**src/rtl/sys_bus_pkg.sv**
```systemverilog
// Shared types and constants for the system bus arbiter.
// Provides the FSM state encoding, parameter defaults and an index-width helper.
package sys_bus_pkg;

  typedef enum logic {
    IDLE   = 1'b0,
    ACTIVE = 1'b1
  } state_t;

  localparam int DEF_NUM_MASTERS    = 3;
  localparam int DEF_TIMEOUT_CYCLES = 255;

  // clog2 that never returns less than 1, so single-value ranges still get a bit.
  function automatic int idx_width(input int n);
    return (n <= 2) ? 1 : $clog2(n);
  endfunction

endpackage

```
**src/rtl/rr_priority_picker.sv**
```systemverilog
// Combinational round-robin picker: first set request at or after i_rr_ptr, wrapping.
// Doubling the request vector turns the wrap-around search into one linear priority encode.
module rr_priority_picker
  import sys_bus_pkg::*;
#(
  parameter int N = DEF_NUM_MASTERS,
  localparam int IW = idx_width(N)
) (
  input  logic [N-1:0]  i_req,
  input  logic [IW-1:0] i_rr_ptr,
  output logic [IW-1:0] o_winner,
  output logic          o_found
);

  logic [2*N-1:0] w_dbl;
  logic [2*N-1:0] w_masked;

  always_comb begin
    // NOTE: every output gets a default before the loop so no latch is inferred.
    w_dbl    = {i_req, i_req};
    w_masked = '0;
    o_winner = '0;
    o_found  = 1'b0;
    for (int i = 0; i < 2 * N; i++) begin
      w_masked[i] = w_dbl[i] & (i >= int'(i_rr_ptr));
    end
    // Scan downward so the lowest qualifying bit is the last one written.
    for (int i = 2 * N - 1; i >= 0; i--) begin
      if (w_masked[i]) begin
        o_winner = IW'(i % N);
        o_found  = 1'b1;
      end
    end
  end

endmodule

```
**src/rtl/sys_bus_arbiter.sv**
```systemverilog
// Round-robin system bus arbiter with one-hot registered grants and a watchdog.
// An owner keeps the bus until txn_done, request withdrawal or watchdog expiry.
module sys_bus_arbiter
  import sys_bus_pkg::*;
#(
  parameter int NUM_MASTERS    = DEF_NUM_MASTERS,
  parameter int TIMEOUT_CYCLES = DEF_TIMEOUT_CYCLES
) (
  input  logic                                clk,
  input  logic                                rstn,
  input  logic [NUM_MASTERS-1:0]              m_req,
  input  logic                                txn_done,
  output logic [NUM_MASTERS-1:0]              m_grant,
  output logic [idx_width(NUM_MASTERS)-1:0]   grant_idx,
  output logic                                bus_busy,
  output logic                                timeout_err
);

  localparam int IW = idx_width(NUM_MASTERS);
  localparam int WW = idx_width(TIMEOUT_CYCLES + 1);
  localparam logic [WW-1:0] WD_LAST = WW'((TIMEOUT_CYCLES == 0) ? 0 : TIMEOUT_CYCLES - 1);
  localparam logic [WW-1:0] WD_MAX  = '1;

  state_t                 r_state;
  logic [NUM_MASTERS-1:0] r_grant;
  logic [IW-1:0]          r_idx;
  logic                   r_busy;
  logic                   r_timeout;
  logic [IW-1:0]          r_rr_ptr;
  logic [WW-1:0]          r_wd_cnt;

  logic [IW-1:0]          w_winner;
  logic                   w_found;
  logic [IW-1:0]          w_next_ptr;
  logic [NUM_MASTERS-1:0] w_onehot;
  logic                   w_owner_req;
  logic                   w_wd_expire;
  logic                   w_release;
  logic                   w_timeout_fire;

  rr_priority_picker #(
    .N (NUM_MASTERS)
  ) u_picker (
    .i_req    (m_req),
    .i_rr_ptr (r_rr_ptr),
    .o_winner (w_winner),
    .o_found  (w_found)
  );

  always_comb begin
    w_next_ptr     = (int'(w_winner) == NUM_MASTERS - 1) ? '0 : w_winner + IW'(1);
    w_onehot       = NUM_MASTERS'(1) << w_winner;
    w_owner_req    = m_req[r_idx];
    w_wd_expire    = (TIMEOUT_CYCLES != 0) && (r_wd_cnt == WD_LAST);
    // txn_done and withdrawal outrank the watchdog, so they suppress the error pulse.
    w_release      = txn_done || !w_owner_req || w_wd_expire;
    w_timeout_fire = !txn_done && w_owner_req && w_wd_expire;
  end

  // NOTE: non-blocking assignments so every register samples pre-edge values.
  always_ff @(posedge clk or negedge rstn) begin
    if (!rstn) begin
      r_state   <= IDLE;
      r_grant   <= '0;
      r_idx     <= '0;
      r_busy    <= 1'b0;
      r_timeout <= 1'b0;
      r_rr_ptr  <= '0;
      r_wd_cnt  <= '0;
    end else begin
      r_timeout <= 1'b0;
      case (r_state)
        IDLE: begin
          if (w_found) begin
            r_state  <= ACTIVE;
            r_grant  <= w_onehot;
            r_idx    <= w_winner;
            r_busy   <= 1'b1;
            r_wd_cnt <= '0;
            r_rr_ptr <= w_next_ptr;
          end
        end
        ACTIVE: begin
          if (w_release) begin
            r_state   <= IDLE;
            r_grant   <= '0;
            r_idx     <= '0;
            r_busy    <= 1'b0;
            r_timeout <= w_timeout_fire;
          end else if (r_wd_cnt != WD_MAX) begin
            r_wd_cnt <= r_wd_cnt + WW'(1);
          end
        end
        default: r_state <= IDLE;
      endcase
    end
  end

  assign m_grant     = r_grant;
  assign grant_idx   = r_idx;
  assign bus_busy    = r_busy;
  assign timeout_err = r_timeout;

endmodule

```
**config.mk**
```make
export PLATFORM = sky130hd
export DESIGN_NAME = sys_bus_arbiter
export DESIGN_NICKNAME = d
export VERILOG_FILES = /design/src/rtl/sys_bus_pkg.sv /design/src/rtl/rr_priority_picker.sv /design/src/rtl/sys_bus_arbiter.sv
export SDC_FILE = /design/constraint.sdc
export NUM_CORES = 1
export LEC_CHECK = 0
export CAP_MARGIN = 15
export CELL_PAD_IN_SITES_DETAIL_PLACEMENT = 1
export CELL_PAD_IN_SITES_GLOBAL_PLACEMENT = 1
export CORE_UTILIZATION = 25
export CTS_BUF_LIST = sky130_fd_sc_hd__clkbuf_4 sky130_fd_sc_hd__clkbuf_8
export DETAILED_ROUTE_END_ITERATION = 8
export PLACE_DENSITY = 0.51
export SYNTH_ARGS = -nofsm -noshare
export SYNTH_HDL_FRONTEND = slang
export SYNTH_HIERARCHICAL = 1
export SYNTH_SLANG_ARGS = --single-unit
```
**constraint.sdc**
```tcl
create_clock -name clk -period 2.4 [get_ports clk]
set_input_delay 0.48 -clock clk [delete_from_list [all_inputs] [get_ports clk]]
set_output_delay 0.48 -clock clk [all_outputs]
set_load 0.01 [all_outputs]
```
Word-level counts from Yosys, hierarchy flattened
Index checks and enable logic that the tools add are counted.
{"block": "totals", "reg_bits": 18, "out_inout_bits": 7, "elab_cells": 67}
{"block": "op_classes", "add_sub_neg": 2, "magnitude_cmp": 4, "eq_ne": 7, "shifts": 1, "mux": 33, "n_bitwise": 4, "reduce_logical": 9}
{"op": "8-bit 2-to-1 mux", "n": 3}
{"op": "2-bit 2-to-1 mux", "n": 9}
{"op": "8-bit one-hot mux with 2 select lines", "n": 1}
{"op": "1-bit 2-to-1 mux", "n": 13}
{"op": "8-bit by 1-bit adder with 8-bit output, second input constant", "n": 1}
{"op": "8-bit == test, second input constant", "n": 1}
{"op": "8-bit inequality test, second input constant", "n": 1}
{"op": "3-bit 2-to-1 mux", "n": 2}
{"op": "2-bit by 1-bit inequality test with 1-bit output, second input constant", "n": 3}
{"op": "3-bit one-hot mux with 2 select lines", "n": 1}
{"op": "1-bit by 2-bit >= comparator with 1-bit output, first input constant", "n": 2}
{"op": "1-bit one-hot mux with 2 select lines", "n": 2}
{"op": "2-bit one-hot mux with 2 select lines", "n": 1}
{"op": "2-bit AND reduction", "n": 2}
{"op": "1-bit AND", "n": 3}
{"op": "2-bit by 3-bit < comparator with 1-bit output, second input constant", "n": 1}
{"op": "3-bit AND reduction", "n": 1}
{"op": "1-bit by 2-bit << shifter with 3-bit output, first input constant", "n": 1}
{"op": "2-bit by 1-bit adder with 2-bit output, second input constant", "n": 1}
{"op": "1-bit binary-select mux with 2-bit select", "n": 1}
{"op": "2-bit == test, second input constant", "n": 1}
{"op": "2-bit >= comparator, first input constant", "n": 1}
{"op": "1-bit logical AND", "n": 2}
{"op": "1-bit logical NOT", "n": 2}
{"op": "other kinds (3)", "n": 4}

Logic depth before layout (Yosys ltp)
{"block": "logic_depth", "ltp_word": 9, "mapped_depth": 6}

Cells and area by module
Netlist, hierarchy kept.
{"mod": "sys_bus_arbiter", "n_inst": 1, "cells_per_inst": 103, "area_per_inst_um2": 1038.5, "seq_area_each_um2": 450.4}
{"mod": "rr_priority_picker", "n_inst": 1, "cells_per_inst": 8, "area_per_inst_um2": 51.3, "seq_area_each_um2": 0.0}

Worst setup path after synthesis
Ideal clock, no wire load.
{"block": "synth_path", "path_kind": "input -> register", "startpoint": "input port m_req[1]", "endpoint": "register r_grant[2], in the netlist m_grant[2]", "setup_time_ps": 123, "arrival_ps": 1398, "required_time_ps": 2277, "setup_slack_ps": 878, "path_stages": 5, "n_path_buf": 1, "path_cell_list": "or3_1 clkbuf_1 nand3b_1 o21ai_0 o2bb2ai_1"}
{"block": "synth_between", "elab_chain_cells": 8}
{"element": "from (decl)", "line_no": "sys_bus_arbiter.sv:11", "text": "input logic [NUM_MASTERS-1:0] m_req,"}
{"element": "2-bit 2-to-1 mux (5 in a row)", "line_no": "rr_priority_picker.sv:29", "text": "if (w_masked[i]) begin"}
{"element": "1-bit by 2-bit << shifter with 3-bit output", "line_no": "sys_bus_arbiter.sv:52", "text": "w_onehot = NUM_MASTERS'(1) << w_winner;"}
{"element": "3-bit 2-to-1 mux", "line_no": "sys_bus_arbiter.sv:74", "text": "if (w_found) begin"}
{"element": "3-bit one-hot mux with 2 select lines", "line_no": "sys_bus_arbiter.sv:72", "text": "case (r_state)"}
{"element": "to (signal assigned)", "line_no": "sys_bus_arbiter.sv:76", "text": "r_grant <= w_onehot;"}
{"element": "to (decl)", "line_no": "sys_bus_arbiter.sv:25", "text": "logic [NUM_MASTERS-1:0] r_grant;"}
Several ways; a longest one is shown, not always the timed one. The select of a mux whose other input is x is not followed.
A chain may end at the register's enable or synchronous reset.

Worst setup path in the final report
{"block": "layout_path", "startpoint": "input port m_req[1]", "endpoint": "register r_rr_ptr[0]"}
{"element": "1-bit 2-to-1 mux (3 in a row)", "line_no": "rr_priority_picker.sv:29"}
{"element": "1-bit 2-to-1 mux * (2 in a row)", "line_no": "rr_priority_picker.sv:29"}
{"element": "via w_found", "line_no": "sys_bus_arbiter.sv:33", "text": "logic w_found;"}
{"element": "2-bit AND reduction (no line) *"}
{"element": "to (signal assigned)", "line_no": "sys_bus_arbiter.sv:80", "text": "r_rr_ptr <= w_next_ptr;"}
{"element": "to (decl)", "line_no": "sys_bus_arbiter.sv:29", "text": "logic [IW-1:0] r_rr_ptr;"}
The timed path passes the listed nets; every way through them passes the cells marked *.

==> results.yml <==
critical_path:
  regToRegSetupSlack_ns: 0.68
  worstSetupPathType: "primary input to register"
  start_kind: "primary input"
  reg2reg_to: "r_wd_cnt[1]"
  r2r-start: "r_state"
  rr_worst_depth: 4
  cp_max_fo: 12
  worstPathRequired_ns: 2.55
  end_kind: "register"
  arrival_ns: 2.14
synth:
  syn_area_um2: 1090
  yosysUniqueCellTypes: 45
  ys_top_cells_by_area: "dfrtp_1 41%, mux2i_1 3.7%, nand2_1 2.8%"
  synth_edf_count: 0
  syn-num-nets: 119
  yosysTopAreaCellShare_pct: 41.3
  synth_flop_cell: "dfrtp_1"
  ys_async_sr_fraction_pct: 100
  yosys.area.top_type: "dfrtp_1"
  yosys_warnings: 6
  ys_seq_area_share_pct: 41.3
  syn_inst: 111
  synth-seq-cells: 18
  avgSynthCellArea_um2: 9.82
cts:
  cts_tree: "done"
  post_cts_buffers: 0
  cts_buffers: 3
  ctsResizeCount: 0
  cts_sinks: 18
  clk_path_buf_depth: 2
  cts_hold_buf: 0
  clk_pin_slew_ns: 0.08
  clock_latency_ns: 0.26
  cts_root_buffer: "clkbuf_8"
  h-tree-depth: 1
final_layout:
  drive_gt1_share_pct: 11.0
  area_growth_syn_to_layout_pct: 21.7
  layout_common_cells: "18 x dfrtp_1, 12 x clkdlybuf4s50_1, 8 x nand2_1"
  design_area_um2: 1330
  layout.cells.non_filler: 177
  final_core_util_pct: 32.5
  antenna_cells: 0
  final_nets: 136
  fillers: 487
  final_common_cell: "dfrtp_1"
sta:
  setup_violations: 0
  fmax_ghz: 0.504
  fin_crit_sh_pct: 82.6
  maxSlewViolCount: 0
  finClkSkew_ns: 0.00409
  rsz0062_at_grt: "no"
  min_period_ns: 1.98
  relSlewSlack_pct: 64.7
  fin_ws_ns: 0.417
  hold_viol: 0
  setup_tns_ns: 0
  fin_worst_hold_slack_ns: 0.536
  worst-slew-pin-transition_ns: 0.530
global_route:
  grt-ovfl-total: 0
  grt_antenna_before_repair: 0
  grt_max_degree: 19
  grt_first_pass_wirelength_um: 4890
  track_usage_pct: 14.7
  grt_pass1_vias: 943
worst_hold_path:
  worstHoldPathCells: 2
  min-delay-start: "m_grant[2]"
  hp-class: "register to register"
  hold_path_end: "m_grant[2]"
route:
  firstDrtPassIters: 4
  route.detailed.drc: 0
  drtIter0Drc: 28
  wl_per_cell_um: 16.5
  routed_wl_um: 2930
  via_count: 933
  ant_nets: 0
  avgViaCountPerCell: 5.27
power_and_ir_drop:
  ir_worst_vdd_mv: 0.310
  p_leak_nw: 0.561
  pwr-share-clk_pct: 20.4
  cellPowerDensity_nw_per_um2: 969
  p_seq_share_pct: 38.9
  p_comb_share_pct: 40.6
  internal-power_mw: 0.789
  power_mw: 1.29
  switching_power_mw: 0.497
  switching_share_pct: 38.6
place:
  io_buffers: 12
  place.gp.congestion: 0.745
  place_hpwl_um: 2080
  pre_cts_ws_ns: 0.122
  dp.cells: 173
  place_area_um2: 1270
run_status:
  outcome: "finished, final reports clean"
die:
  core_um2: 4090
  fp.dieW_um: 68.0
  die_y_um: 68.0
  initial_core_util_pct: 26.7
  die_area_um2: 4630
  rows: 23
  pin_count: 13
flow_run:
  cap_viol_max_count: 0
worst max-delay path, cell delays in order:
cell	delay [ns]
clkdlybuf4s50_1	0.48
or3_1	0.64
nand2_1	0.19
mux2_2	0.34
worst max path at each step:
stage	endpoint	startpoint	slack [ns]
after global routing	r_wd_cnt[5]	m_req[1]	0.29
final	r_rr_ptr[0]	m_req[1]	0.42
after CTS	r_rr_ptr[0]	m_req[1]	0.42
after detailed placement	r_rr_ptr[0]	m_req[1]	0.12
after floorplan	m_grant[2]	m_req[1]	0.88
after global placement	r_rr_ptr[0]	m_req[1]	0.15
layout make-up:
cell class	count	area, µm²	share of cell area, %
Inverter	7	26.3	1.98
Timing Repair Buffer	15	143	10.8
Sequential cell	18	450	34.0
Clock buffer	4	55.1	4.15
Tap cell	50	62.6	4.72
Multi-Input combinational cell	83	589	44.4
metal layers:
layer	track usage (%)	wire, µm	vias up
met4	6.25	48	0
met1	19.9	1450	466
li1	-	-	453
met2	22.9	1370	10
met5	0	0	-
met3	2.50	62	4
kinds of logic (layout without fill, tap and decap cells):
| group | after synthesis | after routing | share of synthesized area [%] |
|---|---|---|---|
| compound gates | 38 | 38 | 25.8 |
| fa+ha+maj | 2 | 2 | 2.30 |
| buf+inv | 10 | 26 | 4.59 |
| flops | 18 | 18 | 41.3 |
| mux | 6 | 6 | 5.74 |
| simple gates | 37 | 37 | 20.2 |
cell usage after synthesis, types with 3 or more instances:
master and instances:
a21oi_1 5, a31oi_1 3, dfrtp_1 18, inv_1 7, mux2i_1 4, nand2_1 8, nand3_1 5, nand3b_1 3
nand4_1 3, nor2_1 4, o211ai_1 3, o21ai_0 5, o22ai_1 3
power by group through the flow:
stage                     Sequential (mW)  Clock (mW)  Combinational (mW)
after floorplan                     0.485           0               0.332
after global placement              0.501           0               0.515
after detailed placement            0.505           0               0.526
after CTS                           0.502       0.271               0.529
after global routing                0.523       0.280               0.586
final                               0.501       0.262               0.523
registers in the layout, summed over array words and instances, names as in the netlist:
register / flops
timeout_err: 1
grant_idx: 2
r_state: 1
r_rr_ptr: 2
m_grant: 3
bus_busy: 1
r_wd_cnt: 8
Power figures use the tool's default switching activity.
